==> config.mk <==
export PLATFORM = sky130hd
export DESIGN_NAME = proc_ctrl
export DESIGN_NICKNAME = d
export VERILOG_FILES = /design/src/rtl/proc_ctrl.sv
export SDC_FILE = /design/constraint.sdc
export NUM_CORES = 1
export LEC_CHECK = 0
export ABC_AREA = 1
export CAP_MARGIN = 20
export CORE_ASPECT_RATIO = 0.8
export CORE_MARGIN = 1
export CORE_UTILIZATION = 45
export CTS_CLUSTER_SIZE = 16
export DETAILED_ROUTE_END_ITERATION = 12
export DONT_BUFFER_PORTS = 1
export PLACE_DENSITY_LB_ADDON = 0.3
export SYNTH_ARGS = -nofsm -noshare
export SYNTH_HDL_FRONTEND = slang
export SYNTH_SLANG_ARGS = --single-unit
==> constraint.sdc <==
create_clock -name clock -period 4.7 [get_ports clock]
set_input_delay 0.94 -clock clock [delete_from_list [all_inputs] [get_ports clock]]
set_output_delay 0.94 -clock clock [all_outputs]
set_load 0.01 [all_outputs]
==> src/rtl/proc_ctrl.sv <==
// Multi-cycle control unit: latches an instruction from din and sequences
// mv / mvi / add / sub over one to three execute cycles.
module proc_ctrl #(
  parameter int DW   = 16,
  parameter int NREG = 16
) (
  input  logic            clock,
  input  logic            resetn,
  input  logic            run,
  input  logic [DW-1:0]   din,
  output logic            ir_load,
  output logic [NREG-1:0] rin,
  output logic [NREG-1:0] rout,
  output logic            ain,
  output logic            gin,
  output logic            addsub,
  output logic            gout,
  output logic            dinout,
  output logic            done,
  output logic            busy
);

  typedef enum logic [1:0] {
    T0 = 2'd0,
    T1 = 2'd1,
    T2 = 2'd2,
    T3 = 2'd3
  } state_t;

  localparam logic [2:0] OP_MV  = 3'b000;
  localparam logic [2:0] OP_MVI = 3'b001;
  localparam logic [2:0] OP_ADD = 3'b010;
  localparam logic [2:0] OP_SUB = 3'b011;

  state_t      state;
  state_t      state_next;
  logic [10:0] ir;
  logic [2:0]  opcode;
  logic [3:0]  rx;
  logic [3:0]  ry;
  logic        din_unused;

  // Only din[10:0] carries the instruction; upper bits belong to the datapath.
  assign din_unused = ^din[DW-1:11];

  assign opcode = ir[10:8];
  assign rx     = ir[7:4];
  assign ry     = ir[3:0];

  function automatic logic [NREG-1:0] onehot(input logic [3:0] f);
    logic [NREG-1:0] one;
    one = NREG'(1);
    return one << f;
  endfunction

  always_ff @(posedge clock or negedge resetn) begin
    if (!resetn) begin
      state <= T0;
      ir    <= '0;
    end else begin
      state <= state_next;
      if (state == T0 && run) begin
        ir <= din[10:0];
      end
    end
  end

  always_comb begin
    state_next = state;
    ir_load    = 1'b0;
    rin        = '0;
    rout       = '0;
    ain        = 1'b0;
    gin        = 1'b0;
    addsub     = 1'b0;
    gout       = 1'b0;
    dinout     = 1'b0;
    done       = 1'b0;
    busy       = (state != T0);

    case (state)
      T0: begin
        ir_load = run;
        if (run) begin
          state_next = T1;
        end
      end
      T1: begin
        case (opcode)
          OP_MV: begin
            rout       = onehot(ry);
            rin        = onehot(rx);
            done       = 1'b1;
            state_next = T0;
          end
          OP_MVI: begin
            dinout     = 1'b1;
            rin        = onehot(rx);
            done       = 1'b1;
            state_next = T0;
          end
          OP_ADD, OP_SUB: begin
            rout       = onehot(rx);
            ain        = 1'b1;
            state_next = T2;
          end
          default: begin
            done       = 1'b1;
            state_next = T0;
          end
        endcase
      end
      T2: begin
        rout       = onehot(ry);
        gin        = 1'b1;
        addsub     = (opcode == OP_SUB);
        state_next = T3;
      end
      T3: begin
        gout       = 1'b1;
        rin        = onehot(rx);
        done       = 1'b1;
        state_next = T0;
      end
      default: state_next = T0;
    endcase

    // Outputs are held quiet for the whole time reset is asserted.
    if (!resetn) begin
      ir_load = 1'b0;
      rin     = '0;
      rout    = '0;
      ain     = 1'b0;
      gin     = 1'b0;
      addsub  = 1'b0;
      gout    = 1'b0;
      dinout  = 1'b0;
      done    = 1'b0;
      busy    = 1'b0;
    end
  end

endmodule

**After elaboration in Yosys (flattened, before gate mapping)**

Index checks and enable logic that the tools add are counted.

- Equality and inequality tests: 7
- Shift operators: 2
- Mux-type cells: 27
- Reduce and logical (&&, ||, !) cells: 6

Operators with widths:

| operator | number |
|---|---|
| one-hot mux 16 bit (2 select lines) | 3 |
| 2-to-1 mux 16 bit | 3 |
| left shift 1 x 4 -> 16 bit, first input constant | 2 |
| 2-to-1 mux 1 bit | 17 |
| one-hot mux 2 bit (4 select lines) | 1 |
| == test 3 x 2 -> 1 bit, second input constant | 2 |
| == test 2 bit, second input constant | 2 |
| 2-to-1 mux 2 bit | 2 |
| OR reduction 2 bit | 2 |
| == test 3 x 1 -> 1 bit, second input constant | 1 |
| logical NOT 3 bit | 1 |
| == test 2 x 1 -> 1 bit, second input constant | 1 |
| logical NOT 2 bit | 1 |
| != test 2 bit, second input constant | 1 |
| one-hot mux 1 bit (2 select lines) | 1 |
| nonzero test 2 bit | 1 |
| logical AND 1 bit | 1 |

- Register bits: 13

**Logic depth before layout (Yosys ltp)**

Gate-level depths: netlist of the first run.

- Depth after elaboration: 5
- Mapped depth: 9

**Worst setup path before layout of the first run**

Ideal clock, no wire load.

- Kind: in2out
- Start: input port resetn
- End: output port rin[0]
- Data arrival time: 1.573 ns
- Data required time: 3.760 ns
- Slack: 2.187 ns
- Stages: 6
- Cells stage by stage: nand2_1 -> inv_1 -> nand2_1 -> nand2_4 -> inv_2 -> nor3_1

- Word-level cells in the longest chain between the ends: 1

RTL lines:

| element | line | text |
|---|---|---|
| start: declaration | 8 | `input logic resetn,` |
| 2-to-1 mux 16 bit | 129 | `if (!resetn) begin` |
| end: declaration | 12 | `output logic [NREG-1:0] rin,` |

Every way passes these cells.

==> impl_metrics.py, run 1 <==
metrics = {
    "sta": {
        "finClkSkew_ns": 0.0009906,
        "fmax_mhz": 368.5,
        "setup_slack_ns": 1.986,
        "hold_slack_ns": 0.3535,
        "worstMarginPinSlew_ns": 0.6579,
        "drv_slew": 0,
        "relSlewSlack": 0.5603,
        "setup_viol": 0,
        "rsz0062_at_grt": "no",
        "post-route-period-util": 0.5774,
        "period_needed_ns": 2.714,
        "fin_setup_tns_ns": 0,
        "hold_viol": 0,
    },
    "grt": {
        "track_usage": 0.2113,
        "grt_pass1_wl_um": 4802,
        "grt_start_max_net_pins": 23,
        "grt_overflow": 0,
        "antenna_found_initial": 0,
        "grt_pass1_vias": 1084,
    },
    "clocking": {
        "cts.htree.levels": 1,
        "clock_path_buffers": 2,
        "root_buffer": "clkbuf_4",
        "cts_hold_buf": 0,
        "ctsResizeCount": 0,
        "clk_pin_slew_ns": 0.08,
        "cts_buffers": 3,
        "cts_setup_buffers": 0,
        "cts_sinks": 13,
        "cts_tree": "done",
        "clock_latency_ns": 0.27,
    },
    "pwr": {
        "combPwrFrac": 0.550,
        "finalPower_mw": 0.6849,
        "clkPwrFrac": 0.100,
        "peakVddDrop_mv": 0.2416,
        "p_int_mw": 0.2987,
        "p_leak_nw": 0.5855,
        "p_per_area_mw_per_mm2": 551.2,
        "p_switching_mw": 0.3861,
        "seqPwrFrac": 0.351,
        "switching_share": 0.5638,
    },
    "routing": {
        "drc": 0,
        "wl_per_cell_um": 12.40,
        "drtIter0Drc": 72,
        "antenna_left": 0,
        "wirelength_um": 2876,
        "firstDrtPassIters": 6,
        "viasPerCell": 5.151,
        "vias": 1195,
    },
    "cells_and_area": {
        "post_route_cells_drive_above_1_share": 0.08673,
        "fin_nets": 220,
        "diodes": 0,
        "utilization": 0.4965,
        "fillCellCount": 276,
        "area_growth_pct": 1.742,
    },
    "yosys": {
        "syn_area_mm2": 0.001221,
        "yosysUniqueCellTypes": 20,
        "syn_inst": 200,
        "syn_nets": 223,
        "synthTopCellsByArea": "dfrtp_1 27%, nor2_1 13%, nand2_1 12%",
        "synth_area_leader_cell": "dfrtp_1",
        "synth.top_cell.area_share": 0.2664,
        "avgSynthCellArea_um2": 6.106,
        "seq_area_frac_synth": 0.2664,
        "ys_ff_latch": 13,
        "yosys_warnings": 0,
    },
    "floorplanning": {
        "initial_utilization": 0.4880,
        "design.core.area_mm2": 0.002502,
        "rows": 16,
        "dieHeight_um": 48.60,
        "dieArea_mm2": 0.002927,
        "die_w_um": 60.24,
        "pin_count": 59,
    },
    "setup_path": {
        "r2r_cells": 4,
        "reg2reg_from": "state[0]",
        "cp.arrival_ns": 1.77,
        "critPathRequiredTime_ns": 3.76,
        "regToRegSetupSlack_ns": 2.94,
        "critical_path.endpoint": "rin[11]",
        "reg2reg_to": "ir[9]",
        "crit_type": "reg2out",
        "cp-end-kind": "output port",
        "cp_max_fo": 9,
        "start_kind": "register",
    },
    "run": {
        "cap_viol_max_count": 0,
    },
    "placed_design": {
        "dp_hpwl_um": 2292,
        "port-buffer-count": 0,
        "pre_cts_ws_ns": 2.058,
        "gp_congestion": 0.8466,
    },
    "outcome": {
        "outcome": "finished, final reports clean",
    },
    "min_path": {
        "hold_class": "in2async",
    },
}
[cells in the final DEF, fill, tap and decap left out, drive strengths merged]
master	netlist	final
nand3	23	23
nor2	43	43
clkinv	1	1
nor3	11	11
clkbuf	2	4
inv	26	26
ha	4	4
mux2	1	1
dfrtp	13	13
a21oi	28	28
or2	1	1
nand2	41	41
[worst min path at each step]
| stage | start | end | slack, ns | cells past startpoint |
|---|---|---|---|---|
| 5_1_grt | resetn | ir[10] | 0.33 | 0 |
| 3_3_place_gp | ir[10] | ir[10] | 0.54 | 2 |
| 4_1_cts | resetn | ir[2] | 0.34 | 0 |
| 2_1_floorplan | ir[10] | ir[10] | 0.52 | 2 |
| 3_5_place_dp | ir[10] | ir[10] | 0.55 | 2 |
| 6_report | resetn | ir[8] | 0.35 | 0 |
[final cells by class]
| type | instances | area, um^2 | area share |
|---|---|---|---|
| Tap cell | 36 | 45.04 | 0.03625 |
| Sequential cell | 13 | 325.3 | 0.2618 |
| Inverter | 27 | 101.3 | 0.08157 |
| Clock buffer | 4 | 26.28 | 0.02115 |
| Multi-Input combinational cell | 152 | 744.5 | 0.5992 |
[state kept, by name, indices dropped and copies added (netlist names), named ones only]
signal,cells
ir,11
state,1
[worst max-delay path, cell delays in order (launching register included)]
cell	delay (ns)
dfrtp_1	0.40
inv_1	0.11
ha_1	0.19
nand2_1	0.07
inv_1	0.07
nand2_1	0.11
nand2_4	0.12
inv_2	0.09
nor3_1	0.34
[cell usage after synthesis]
cell type  number
clkinv_1        1
buf_2           4
nor2_8          1
nor2_2          1
inv_1          23
nand2_1        38
a21oi_2         4
or2_2           1
nand3_1        23
buf_6           2
mux2_2          1
clkbuf_1        2
ha_1            4
nor3_1         11
dfrtp_1        13
nor2_1         41
nand2_4         2
a21oi_1        24
inv_2           3
nand2_2         1
[routing by layer]
metal | share of wire | vias to the layer above | global-route usage | wire length [um]
met5 | 0 | - | 0 | 0
met4 | 0 | 0 | 0.01550 | 0
met3 | 0.091 | 0 | 0.1016 | 263
met2 | 0.45 | 40 | 0.3223 | 1286
met1 | 0.46 | 528 | 0.2800 | 1326
li1 | - | 627 | - | -
[power by group through the flow]
stage               Combinational (mW)  Sequential, mW  Clock (mW)
floorplan                        0.355           0.211           0
global placement                 0.366           0.238           0
detailed placement               0.377           0.241           0
CTS                              0.377           0.239      0.0724
global route                     0.435           0.250      0.0744
finish                           0.376           0.240      0.0683
[stage by stage]
| step | instance area (um^2) | instances |
|---|---|---|
| 3_3_place_gp | 1216 | 228 |
| 5_1_grt | 1242 | 232 |
| 2_1_floorplan | 1221 | 200 |
| 6_report | 1242 | 232 |
| 3_5_place_dp | 1216 | 228 |
| 4_1_cts | 1242 | 232 |
[cell families after synthesis]
logic type	Yosys count	synth area share
and+or+nand+nor	119	0.4324
AOI/OAI and AO/OA	28	0.1271
muxes	1	0.009221
DFF	13	0.2664
adders and majority gates	4	0.04099
buffers and inverters	35	0.1240
Note: power is estimated with default switching activity, not from simulation.
==> run 2, diff against run 1 <==
==> constraint.sdc (replaced) <==
create_clock -name clock -period 2.7 [get_ports clock]
set_input_delay 0.54 -clock clock [delete_from_list [all_inputs] [get_ports clock]]
set_output_delay 0.54 -clock clock [all_outputs]
set_load 0.01 [all_outputs]
==> run 2 against run 1 <==
Net effect: global-route usage is 1.8 points higher; sequential power is 75% higher; worst setup slack worse by 1.7 ns; critical path depth shrank 4; worst hold slack improved by 0.055 ns; register-to-register slack worse by 1.8 ns; clock skew grew 0.0016 ns; first-iteration DRC count is 36% lower; largest power group unchanged; design area grew 1.4%; via count increased by 3.7%.
==> impl_metrics.py, run 2 (same netlist as run 1, synthesis figures left out) <==
metrics = {
    "grt": {
        "grt_start_max_net_pins": 22,
        "grt_overflow": 0,
        "track_usage": 0.2288,
        "grt_pass1_vias": 1193,
        "grt_pass1_wl_um": 5161,
        "antenna_found_initial": 0,
    },
    "sta": {
        "fmax_mhz": 422.6,
        "hold_viol": 0,
        "period_needed_ns": 2.366,
        "finClkSkew_ns": 0.002559,
        "post-route-period-util": 0.8763,
        "fin_setup_tns_ns": 0,
        "rsz0062_at_grt": "no",
        "relSlewSlack": 0.5765,
        "setup_viol": 0,
        "worstMarginPinSlew_ns": 0.6331,
        "drv_slew": 0,
    },
    "setup_path": {
        "reg2reg_from": "state[0]",
        "crit_buf_inv": 1,
        "start_kind": "register",
        "cpLargestDelayFamily": "compound AO/OA/AOI/OAI gates",
        "cp_slowest_cell": "a21oi_1",
        "cp-end-kind": "output port",
        "startpoint": "state[0]",
        "critPathRequiredTime_ns": 2.16,
        "crit_type": "reg2out",
        "max_stage_delay_ns": 0.45,
        "cp_max_fo": 16,
        "cp.arrival_ns": 1.83,
        "path_cells": "inv_1 > ha_1 > nand2_1 > a21oi_1",
    },
    "cells_and_area": {
        "utilization": 0.5035,
        "final_common_cell": "nor2_1",
        "diodes": 0,
        "reg_top3": "ir (11), state (1)",
        "fillCellCount": 280,
        "fin_nets": 222,
        "largest_register": "ir",
        "post_route_cells_drive_above_1_share": 0.09091,
        "final_cell_mix": "41 x nor2_1, 38 x nand2_1, 24 x a21oi_1",
        "area_growth_pct": 3.176,
        "largest_register_ff_count": 11,
    },
    "clocking": {
        "cts.htree.levels": 1,
        "clk_pin_slew_ns": 0.08,
        "clock_path_buffers": 2,
        "cts_sinks": 13,
        "clock_latency_ns": 0.28,
        "cts_buffers": 3,
        "cts_tree": "done",
        "cts_setup_buffers": 0,
        "root_buffer": "clkbuf_4",
    },
    "floorplanning": {
        "pin_count": 59,
        "initial_utilization": 0.4880,
        "rows": 16,
        "dieArea_mm2": 0.002927,
        "dieHeight_um": 48.60,
        "die_w_um": 60.24,
        "design.core.area_mm2": 0.002502,
    },
    "pwr": {
        "peakVddDrop_mv": 0.4944,
        "p_per_area_mw_per_mm2": 971.6,
        "p_leak_nw": 0.5941,
    },
    "run": {
        "cap_viol_max_count": 0,
    },
    "placed_design": {
        "dp_hpwl_um": 2464,
        "port-buffer-count": 0,
        "gp_congestion": 0.8444,
    },
    "routing": {
        "wirelength_um": 3105,
        "drc": 0,
        "antenna_left": 0,
        "drtIter0Drc": 46,
        "viasPerCell": 5.295,
        "wl_per_cell_um": 13.27,
        "firstDrtPassIters": 4,
        "vias": 1239,
    },
    "outcome": {
        "outcome": "finished, final reports clean",
    },
    "min_path": {
        "worstHoldStart": "din[9]",
        "hold_class": "in2reg",
    },
}
==> run 2: changes by cell type in the layout (fill, tap and decap cells not counted), sizes merged <==
cell	before	now
buf	0	1
dlygate4sd3	0	1
==> run 2: through the flow <==
step	std cells	power [mW]	instance area (um^2)	setup slack [ns]	hold WS (ns)
CTS	234	1.227	1260	0.3522	0.4021
global route	234	1.350	1260	0.1952	0.3903
global placement	229	1.056	1224	0.7349	0.2450
finish	234	1.224	1260	0.3339	0.4088
floorplan	200	0.9850	1221	0.8257	0.2444
detailed placement	229	1.097	1224	0.6672	0.2449
==> run 2: worst paths after layout <==
path / end / slack, ns / cells past startpoint
setup / recovery: rout[3] / 0.33 / 4
hold / removal: ir[9] / 0.41 / 1
setup reg to reg: ir[9] / 1.16 / 5
hold reg to reg: ir[1] / 0.59 / 2
max in group asynchronous: state[0] / 1.58 / 1
min in group asynchronous: ir[0] / 0.72 / 1
==> run 2: cell type report <==
| class | count | area, um^2 | share of cell area |
|---|---|---|---|
| multi-input cells | 152 | 744.5 | 0.5909 |
| flip-flops and latches | 13 | 325.3 | 0.2582 |
| inverters | 27 | 101.3 | 0.08044 |
| well taps | 36 | 45.04 | 0.03575 |
| clock buffers | 4 | 26.28 | 0.02085 |
| repair buffers | 2 | 17.52 | 0.01390 |
==> run 2: what timing repair did <==
action	in CTS	in global routing
gates resized for setup	0	0
hold buffers	1	0
endpoints found under the setup margin	0	0
hold endpoints to repair	13	0
==> run 2: per-layer routing <==
| metal | wire length (um) | up-vias | GRT usage |
|---|---|---|---|
| met4 | 8 | 0 | 0.05426 |
| met2 | 1516 | 41 | 0.3700 |
| li1 | - | 631 | - |
| met1 | 1306 | 565 | 0.2767 |
| met3 | 273 | 2 | 0.09626 |
| met5 | 0 | - | 0 |
==> run 2: power breakdown <==
part	switching (mW)	internal (mW)
Clock	0.0656	0.0573
Combinational	0.498	0.182
Sequential	0.134	0.287
Total	0.697	0.527
